File: src/rtl/ysyx_22050078_div_seq_pkg.sv
// Shared divider definitions: op-code layout, op encodings and FSM states.
package ysyx_22050078_div_seq_pkg;

  localparam int DIVOP_WIDTH   = 3;
  localparam int DIVOP_U_BIT   = 0;
  localparam int DIVOP_REM_BIT = 1;
  localparam int DIVOP_W_BIT   = 2;

  localparam logic [DIVOP_WIDTH-1:0] DIVOP_DIV   = 3'b000;
  localparam logic [DIVOP_WIDTH-1:0] DIVOP_DIVU  = 3'b001;
  localparam logic [DIVOP_WIDTH-1:0] DIVOP_REM   = 3'b010;
  localparam logic [DIVOP_WIDTH-1:0] DIVOP_REMU  = 3'b011;
  localparam logic [DIVOP_WIDTH-1:0] DIVOP_DIVW  = 3'b100;
  localparam logic [DIVOP_WIDTH-1:0] DIVOP_DIVUW = 3'b101;
  localparam logic [DIVOP_WIDTH-1:0] DIVOP_REMW  = 3'b110;
  localparam logic [DIVOP_WIDTH-1:0] DIVOP_REMUW = 3'b111;

  typedef enum logic [1:0] {
    IDLE  = 2'd0,
    CALC  = 2'd1,
    FIXUP = 2'd2,
    DONE  = 2'd3
  } div_state_e;

endpackage

File: src/rtl/ysyx_22050078_div_step.sv
// One restoring-division step: shift in the next dividend bit, trial-subtract
// the divisor, keep the difference when it does not go negative.
module ysyx_22050078_div_step
  import ysyx_22050078_div_seq_pkg::*;
#(
  parameter int CPU_WIDTH = 64
) (
  input  logic [CPU_WIDTH-1:0] rem,
  input  logic                 dvd_bit,
  input  logic [CPU_WIDTH-1:0] dvsr,
  output logic [CPU_WIDTH-1:0] rem_nxt,
  output logic                 q_bit
);

  logic [CPU_WIDTH:0]   shifted;
  logic [CPU_WIDTH+1:0] diff;

  // Trial subtraction; the extra top bit of diff is the borrow.
  always_comb begin
    shifted = {rem, dvd_bit};
    diff    = {1'b0, shifted} - {2'b00, dvsr};
    q_bit   = ~diff[CPU_WIDTH+1];
    rem_nxt = q_bit ? diff[CPU_WIDTH-1:0] : shifted[CPU_WIDTH-1:0];
  end

endmodule

File: src/rtl/ysyx_22050078_div_seq.sv
// Multi-cycle restoring divider (DIV/DIVU/REM/REMU and their W forms).
// Magnitudes are divided one bit per cycle; signs are applied in FIXUP.
module ysyx_22050078_div_seq
  import ysyx_22050078_div_seq_pkg::*;
#(
  parameter int CPU_WIDTH = 64
) (
  input  logic                   clk,
  input  logic                   rst_n,
  input  logic                   i_valid,
  output logic                   o_ready,
  input  logic [DIVOP_WIDTH-1:0] i_divop,
  input  logic [CPU_WIDTH-1:0]   i_src1,
  input  logic [CPU_WIDTH-1:0]   i_src2,
  input  logic                   i_flush,
  output logic                   o_valid,
  input  logic                   i_res_ready,
  output logic [CPU_WIDTH-1:0]   o_res,
  output logic                   o_busy
);

  localparam int CNT_W = $clog2(CPU_WIDTH + 1);

  function automatic logic [CPU_WIDTH-1:0] sext_w(input logic [CPU_WIDTH-1:0] v);
    return {{(CPU_WIDTH-32){v[31]}}, v[31:0]};
  endfunction

  function automatic logic [CPU_WIDTH-1:0] zext_w(input logic [CPU_WIDTH-1:0] v);
    return {{(CPU_WIDTH-32){1'b0}}, v[31:0]};
  endfunction

  function automatic logic [CPU_WIDTH-1:0] cond_neg(input logic [CPU_WIDTH-1:0] v,
                                                    input logic neg);
    return neg ? -v : v;
  endfunction

  div_state_e state, state_nxt;

  logic                 op_w, op_rem, op_uns;
  logic signed [CPU_WIDTH-1:0] ext1, ext2;
  logic [CPU_WIDTH-1:0] abs1, abs2, min_val, spec_res;
  logic                 sgn1, sgn2, div_zero, ovf, special, accept;

  logic                 op_w_r, op_rem_r, neg_q_r, neg_r_r;
  logic [CPU_WIDTH-1:0] dvd_r, rem_r, dvsr_r, res_r, step_rem, fix_res;
  logic                 step_q;
  logic [CNT_W-1:0]     cnt_r;

  assign accept  = i_valid && o_ready && !i_flush;
  assign o_ready = (state == IDLE);
  assign o_busy  = (state != IDLE);
  assign o_valid = (state == DONE);
  assign o_res   = res_r;

  // Operand decode: width/sign extension, magnitudes and special cases.
  always_comb begin
    op_w    = i_divop[DIVOP_W_BIT];
    op_rem  = i_divop[DIVOP_REM_BIT];
    op_uns  = i_divop[DIVOP_U_BIT];
    ext1    = op_w ? (op_uns ? zext_w(i_src1) : sext_w(i_src1)) : i_src1;
    ext2    = op_w ? (op_uns ? zext_w(i_src2) : sext_w(i_src2)) : i_src2;
    sgn1    = !op_uns && ext1[CPU_WIDTH-1];
    sgn2    = !op_uns && ext2[CPU_WIDTH-1];
    abs1    = sgn1 ? -ext1 : ext1;
    abs2    = sgn2 ? -ext2 : ext2;
    min_val = op_w ? {{(CPU_WIDTH-31){1'b1}}, 31'b0} : {1'b1, {(CPU_WIDTH-1){1'b0}}};
    div_zero = (ext2 == '0);
    ovf      = !op_uns && (ext1 == min_val) && (ext2 == '1);
    special  = div_zero || ovf;
    // Results are sign-extended from bit 31 for W ops, unsigned ones included.
    if (div_zero)
      spec_res = op_rem ? (op_w ? sext_w(ext1) : ext1) : '1;
    else
      spec_res = op_rem ? '0 : (op_w ? sext_w(ext1) : ext1);
  end

  ysyx_22050078_div_step #(.CPU_WIDTH(CPU_WIDTH)) u_step (
    .rem     (rem_r),
    .dvd_bit (dvd_r[CPU_WIDTH-1]),
    .dvsr    (dvsr_r),
    .rem_nxt (step_rem),
    .q_bit   (step_q)
  );

  // Sign correction of the raw quotient/remainder magnitudes.
  always_comb begin
    fix_res = op_rem_r ? cond_neg(rem_r, neg_r_r) : cond_neg(dvd_r, neg_q_r);
    if (op_w_r)
      fix_res = sext_w(fix_res);
  end

  // State register.
  always_ff @(posedge clk or negedge rst_n) begin
    if (!rst_n) state <= IDLE;
    else        state <= state_nxt;
  end

  // Next-state logic; flush overrides everything.
  always_comb begin
    state_nxt = state;
    unique case (state)
      IDLE:    if (accept) state_nxt = special ? DONE : CALC;
      CALC:    if (cnt_r == CNT_W'(1)) state_nxt = FIXUP;
      FIXUP:   state_nxt = DONE;
      DONE:    if (i_res_ready) state_nxt = IDLE;
      default: state_nxt = IDLE;
    endcase
    if (i_flush) state_nxt = IDLE;
  end

  // Datapath: latch operands on accept, shift-subtract in CALC, result in FIXUP.
  always_ff @(posedge clk or negedge rst_n) begin
    if (!rst_n) begin
      op_w_r   <= 1'b0;
      op_rem_r <= 1'b0;
      neg_q_r  <= 1'b0;
      neg_r_r  <= 1'b0;
      dvd_r    <= '0;
      rem_r    <= '0;
      dvsr_r   <= '0;
      res_r    <= '0;
      cnt_r    <= '0;
    end else begin
      unique case (state)
        IDLE: if (accept) begin
          op_w_r   <= op_w;
          op_rem_r <= op_rem;
          neg_q_r  <= sgn1 ^ sgn2;
          neg_r_r  <= sgn1;
          // W magnitudes sit in the top half so 32 steps consume them.
          dvd_r    <= op_w ? {abs1[31:0], {(CPU_WIDTH-32){1'b0}}} : abs1;
          rem_r    <= '0;
          dvsr_r   <= abs2;
          cnt_r    <= op_w ? CNT_W'(32) : CNT_W'(CPU_WIDTH);
          if (special) res_r <= spec_res;
        end
        CALC: begin
          dvd_r <= {dvd_r[CPU_WIDTH-2:0], step_q};
          rem_r <= step_rem;
          cnt_r <= cnt_r - CNT_W'(1);
        end
        FIXUP:   res_r <= fix_res;
        default: ;
      endcase
    end
  end

endmodule

File: config.mk
export PLATFORM = sky130hd
export DESIGN_NAME = ysyx_22050078_div_seq
export DESIGN_NICKNAME = d
export VERILOG_FILES = /design/src/rtl/ysyx_22050078_div_seq_pkg.sv /design/src/rtl/ysyx_22050078_div_step.sv /design/src/rtl/ysyx_22050078_div_seq.sv
export SDC_FILE = /design/constraint.sdc
export NUM_CORES = 1
export LEC_CHECK = 0
export BUFFER_PORTS_ARGS = -buffer_cell sky130_fd_sc_hd__clkbuf_2
export CORE_MARGIN = 1
export CORE_UTILIZATION = 43
export DETAILED_ROUTE_END_ITERATION = 8
export SYNTH_ARGS = -nofsm -noshare
export SYNTH_HDL_FRONTEND = slang
export SYNTH_SLANG_ARGS = --single-unit
File: constraint.sdc
create_clock -name clk -period 4.2 [get_ports clk]
set_input_delay 0.84 -clock clk [delete_from_list [all_inputs] [get_ports clk]]
set_output_delay 0.84 -clock clk [all_outputs]
set_load 0.05 [all_outputs]
==> impl_metrics.yaml, run 1 <==
yosys:
  synth.most_common_cell: "nand2_1"
  synth-seq-cells: 269
  synth-edff-count: 0
  synth.area.top_cells: "dfrtp_1, o21ai_0, a21oi_1, xnor2_1, nand2_1"
  synth_area_um2: 23200
  avgSynthCellArea_um2: 7.49
  async_flop_share: 1.00
  synthTopCellsByCount: "nand2_1, o21ai_0, a21oi_1, nor2_1, dfrtp_1"
  yosys_warnings: 0
  synth_flop_cell: "dfrtp_1"
  ys_types: 80
  syn-instance-count: 3101
  syn_nets: 3313
  yosysSeqAreaShare: 0.290
  yosysTopAreaCellShare: 0.290
  synth_top_cell_by_area: "dfrtp_1"
clock_network:
  cts_sinks: 269
  clock_path_buffers: 3
  cts_resized: 0
  cts_made_buffers: 35
  htreeDepth: 2
  clk_pin_slew_ps: 60
  ctsHoldBuffers: 0
  cts_tree: "done"
  postCtsSetupBuffers: 0
  clk_latency_ps: 560
  root_buffer: "clkbuf_16"
hold_path:
  hold_path.class: "input port to async pin"
final_layout:
  layout.cells.non_filler: 3960
  nNetsFinal: 3464
  syn_to_final_growth_pct: 14.0
  n_antenna_cell: 0
  drive_gt1_frac: 0.125
sta:
  setup_violations: 0
  holdWs_ps: 320
  setup_tns_ps: 0
  period_needed_ps: 3910
  period_share: 0.931
  grt_setup_unrepaired: "no"
  fin_worst_skew_ps: 13.5
  drv_slew: 0
  max_freq_ghz: 0.256
  worst_slew_pin_slew_ps: 1110
  slew_headroom: 0.258
  hold_viol: 0
worst_setup_path:
  cp.required_ps: 4610
  path_common_cell: "o21ai_0"
  path_class: "register to register"
  crit_arrival_ps: 4320
  rr_startpoint: "dvd_r[63]"
  cpMaxStageDelayCell: "o21ai_0"
  crit_path_end_kind: "register"
  rr_worst_depth: 12
  critPathMaxStageDelay_ps: 490
  r2r-end: "rem_r[19]"
  critPathLaunchType: "register"
  rrSetupSlack_ps: 290
  path_cells: "inv_1, ha_1, nand2b_1, a21oi_1, o211ai_1, o31a_1, o21ai_0, a31o_2, a21o_2, buf_12, mux2i_1, o21ai_0"
  cp_max_fo: 36
detailed_routing:
  wl_met1_um: 42100
  ant_nets: 0
  drc: 0
  drt_iter0_drc: 2443
  wire_per_inst_um: 24.3
  route.met3.wl_um: 6620
  highest_layer: "met4"
  vias: 24600
  drtPass1Iterations: 6
  dr_wl_met2_um: 42700
  drt-vias-per-instance: 6.21
  wirelength_um: 96200
die:
  core_um2: 53000
  num_rows: 84
  io-pin-count: 203
  start_util: 0.438
  dieWidth_um: 234
  dieHeight_um: 234
  dieArea_um2: 54900
place:
  place_congestion: 0.976
  portBuffers: 202
  placed_cells: 3903
  dpl.hpwl_um: 74000
power_and_ir_drop:
  p_leak_nw: 11.6
  peakVddDrop_mv: 0.676
  pwr_density_cell_nw_per_um2: 635
grt:
  grt.overflow.total: 0
  grt_pass1_vias: 23100
  grt_max_degree: 148
  grt_use_total: 0.348
  grt_first_pass_wirelength_um: 144000
  antenna_found_initial: 0
flow_run:
  cap_violations: 0
status:
  status: "completed"
==> kinds of logic after synthesis <==
| kind of cell | synth area share |
|---|---|
| multiplexers | 0.0235 |
| XOR/XNOR | 0.109 |
| AO/OA/AOI/OAI | 0.279 |
| adder cells (fa/ha/maj) | 0.0413 |
| flip-flops | 0.290 |
| buffers and inverters | 0.0548 |
| AND/OR/NAND/NOR | 0.202 |
==> per-stage QoR <==
step,util,setup slack [ps],instance area (um2),total power [mW]
2_1_floorplan,-,550,23200,10.7
3_3_place_gp,0.479,227,25400,13.5
3_5_place_dp,0.479,170,25400,13.6
4_1_cts,0.500,346,26500,16.7
5_1_grt,0.500,107,26500,17.8
6_report,0.500,289,26500,16.8
==> placed cells by master, fill, tap and decap left out, types with 47 or more instances in the layout <==
cell	netlist	routed
nor4_1	50	49
a21o_1	48	47
xor2_1	123	123
nand2_1	366	366
buf_4	1	103
o21ai_0	358	357
inv_1	129	129
ha_1	75	73
nor3_1	76	76
mux2i_1	52	52
a21oi_1	303	299
xnor2_1	166	166
dfrtp_1	269	267
nor2_1	301	299
o31ai_1	53	53
clkbuf_2	0	200
==> flip-flops by register name, indices dropped and copies added, names as in the netlist <==
signal,count
dvd_r,64
dvsr_r,64
o_res,64
rem_r,64
cnt_r,7
state,2
neg_q_r,1
neg_r_r,1
op_rem_r,1
op_w_r,1
==> where the power goes <==
| part | leakage, nW | internal, mW | switching [mW] |
|---|---|---|---|
| sequential | 3.43 | 3.53 | 1.17 |
| combinational | 7.58 | 2.90 | 6.18 |
| clock | 0.551 | 1.79 | 1.26 |
==> how the worst max path moves through the flow <==
stage	start	endpoint	slack (ps)	cells after the start
5_1_grt	rem_r[4]	rem_r[49]	110	12
2_1_floorplan	i_src2[9]	o_res[21]	550	9
6_report	dvd_r[63]	rem_r[19]	290	12
4_1_cts	dvd_r[63]	rem_r[19]	350	12
3_3_place_gp	i_src1[12]	dvd_r[61]	230	10
3_5_place_dp	i_src2[2]	o_res[3]	170	13
==> layer usage <==
layer  vias up  track usage
met5         -            0
met4         0        0.166
met3       195       0.0385
met2      1077        0.531
met1     11800        0.489
li1      11500            -
==> critical path: cells and delay by family (launching register included) <==
kind / cells / cell delay [ps]
AOI/OAI and AO/OA: 7 / 2090
adders and majority gates: 1 / 250
buffers and inverters: 2 / 480
DFF: 1 / 470
muxes: 1 / 250
and+or+nand+nor: 1 / 170
==> layout make-up <==
cell class / count / area [um2]
Fill cell: 5425 / 26500
Multi-Input combinational cell: 2501 / 15300
Sequential cell: 269 / 6730
Timing Repair Buffer: 314 / 1990
Clock buffer: 47 / 1000
Tap cell: 688 / 861
Inverter: 131 / 492
Clock inverter: 10 / 100
Note: power is estimated with default switching activity, not from simulation.
==> run 2: changes to the inputs <==
--- a/config.mk
+++ b/config.mk
@@ -9,6 +9,7 @@
 export CORE_MARGIN = 1
 export CORE_UTILIZATION = 43
 export DETAILED_ROUTE_END_ITERATION = 8
+export GPL_TIMING_DRIVEN = 0
 export SYNTH_ARGS = -nofsm -noshare
 export SYNTH_HDL_FRONTEND = slang
 export SYNTH_SLANG_ARGS = --single-unit
==> run 2 against run 1 <==
Against the previous run:
- the flow now finishes with violations (negative setup slack)
- global-route usage grew 5.4 points
- power grew 6.8%
- largest power group unchanged
- largest cell class unchanged
- final area grew 0.75%
- critical endpoint is now dvd_r[55]
- sequential cell count is the same
- count of clock-buffer cells in the layout is the same
- clock skew grew 23 ps
==> impl_metrics.yaml, run 2 (synthesized netlist as in run 1, its figures left out) <==
die:
  io-pin-count: 203
  core_um2: 53000
  start_util: 0.438
  dieHeight_um: 234
  dieArea_um2: 54900
  num_rows: 84
  dieWidth_um: 234
final_layout:
  regArea_um2: 6730
  nNetsFinal: 3555
  fillers: 5371
  layout_commonest_cell: "nand2_1"
  n_antenna_cell: 0
  fin_area_um2: 26700
  final_util: 0.503
  syn_to_final_growth_pct: 14.8
  drive_gt1_frac: 0.104
  layout.cells.non_filler: 4058
  multiInputGateArea_um2: 15400
  mostFrequentLayoutCells: "nand2_1, o21ai_0, a21oi_1, nor2_1, dfrtp_1"
clock_network:
  cts_sinks: 269
  clock_path_buffers: 3
  clk_latency_ps: 580
  ctsHoldBuffers: 0
  cts_made_buffers: 37
  htreeDepth: 2
  root_buffer: "clkbuf_16"
  cts_tree: "done"
  clk_pin_slew_ps: 60
status:
  status: "complete, but fails checks"
  violations: "negative setup slack"
sta:
  slew_headroom: 0.282
  fin_worst_skew_ps: 36.4
  period_share: 1.00
  holdWs_ps: 287
  period_needed_ps: 4220
  layout_setup_ws_ps: -16.5
  worst_slew_pin_slew_ps: 1080
  setup_tns_ps: -20.2
  setup_violations: 2
  hold_viol: 0
  drv_slew: 0
  grt_setup_unrepaired: "yes"
  max_freq_ghz: 0.237
detailed_routing:
  drc: 0
  wl_met1_um: 45900
  vias: 25800
  ant_nets: 0
  dr_wl_met2_um: 49000
  route.met3.wl_um: 9630
  drt_iter0_drc: 3292
  wirelength_um: 112000
  wire_per_inst_um: 27.6
  drtPass1Iterations: 7
  drt-vias-per-instance: 6.36
  highest_layer: "met5"
worst_setup_path:
  critPathLaunchType: "input port"
  cp.required_ps: 4620
  path_class: "input port to register"
  crit_path_end_kind: "register"
  crit_arrival_ps: 4640
  cp_max_fo: 10
power_and_ir_drop:
  p_leak_nw: 11.4
  peakVddDrop_mv: 0.444
  pwr_density_cell_nw_per_um2: 673
place:
  dpl.hpwl_um: 89900
  place_congestion: 1.02
  placed_cells: 3989
  dpl-instance-area_um2: 25100
  portBuffers: 198
grt:
  grt.overflow.total: 0
  grt_pass1_vias: 24400
  grt_max_degree: 115
  grt_use_total: 0.402
  grt_first_pass_wirelength_um: 161000
  antenna_found_initial: 3
flow_run:
  cap_violations: 0
hold_path:
  hold_path.class: "input port to async pin"
run 2: layer usage:
layer | vias up | track usage
li1 | 11700 | -
met1 | 12500 | 0.529
met2 | 1335 | 0.618
met3 | 302 | 0.0680
met4 | 6 | 0.237
met5 | - | 0
run 2: critical path, stage by stage:
cell	delay (ps)
clkbuf_2	220
clkbuf_2	350
buf_2	430
clkbuf_1	410
buf_2	430
clkbuf_4	400
clkbuf_2	420
clkbuf_2	460
a211oi_1	180
a21oi_1	320
o21ai_0	130
run 2: repair_timing:
| action | 4_1_cts | 5_1_grt |
|---|---|---|
| pin swaps | 2 | 1 |
| gates resized for setup | 38 | 20 |
| setup buffers | 4 | 1 |
| endpoints found under the setup margin | 200 | 81 |
run 2: per-stage QoR:
stage | power [mW] | worst slack [ps]
after floorplan | 10.7 | 550
after global placement | 14.0 | -3450
after detailed placement | 14.1 | -2490
after CTS | 17.7 | 15.6
after global routing | 18.8 | -20.0
final | 18.0 | -16.5
run 2: final timing paths:
check,start,cells past startpoint,slack (ps),endpoint
max reg2reg,rem_r[17],12,20,o_res[56]
min in group clk,i_flush,2,460,state[1]
max,i_divop[2],11,-20,dvd_r[55]
max in group asynchronous,rst_n,2,2880,dvsr_r[28]
min reg2reg,dvsr_r[30],2,480,dvsr_r[30]
min,rst_n,1,290,o_res[25]
run 2: power by group:
group	switching [mW]	total, mW	internal [mW]	leakage, nW
sequential	1.13	4.65	3.53	3.43
combinational	6.92	9.81	2.89	7.37
clock	1.35	3.50	2.15	0.636
run 2: cell type report:
type,count,share of cell area
timing repair buffer,205,0.0410
sequential,269,0.252
clock buffer,47,0.0380
multi-input combinational,2501,0.576
clock inverter,19,0.0113
buffer,198,0.0304
inverter,131,0.0184
tap,688,0.0323
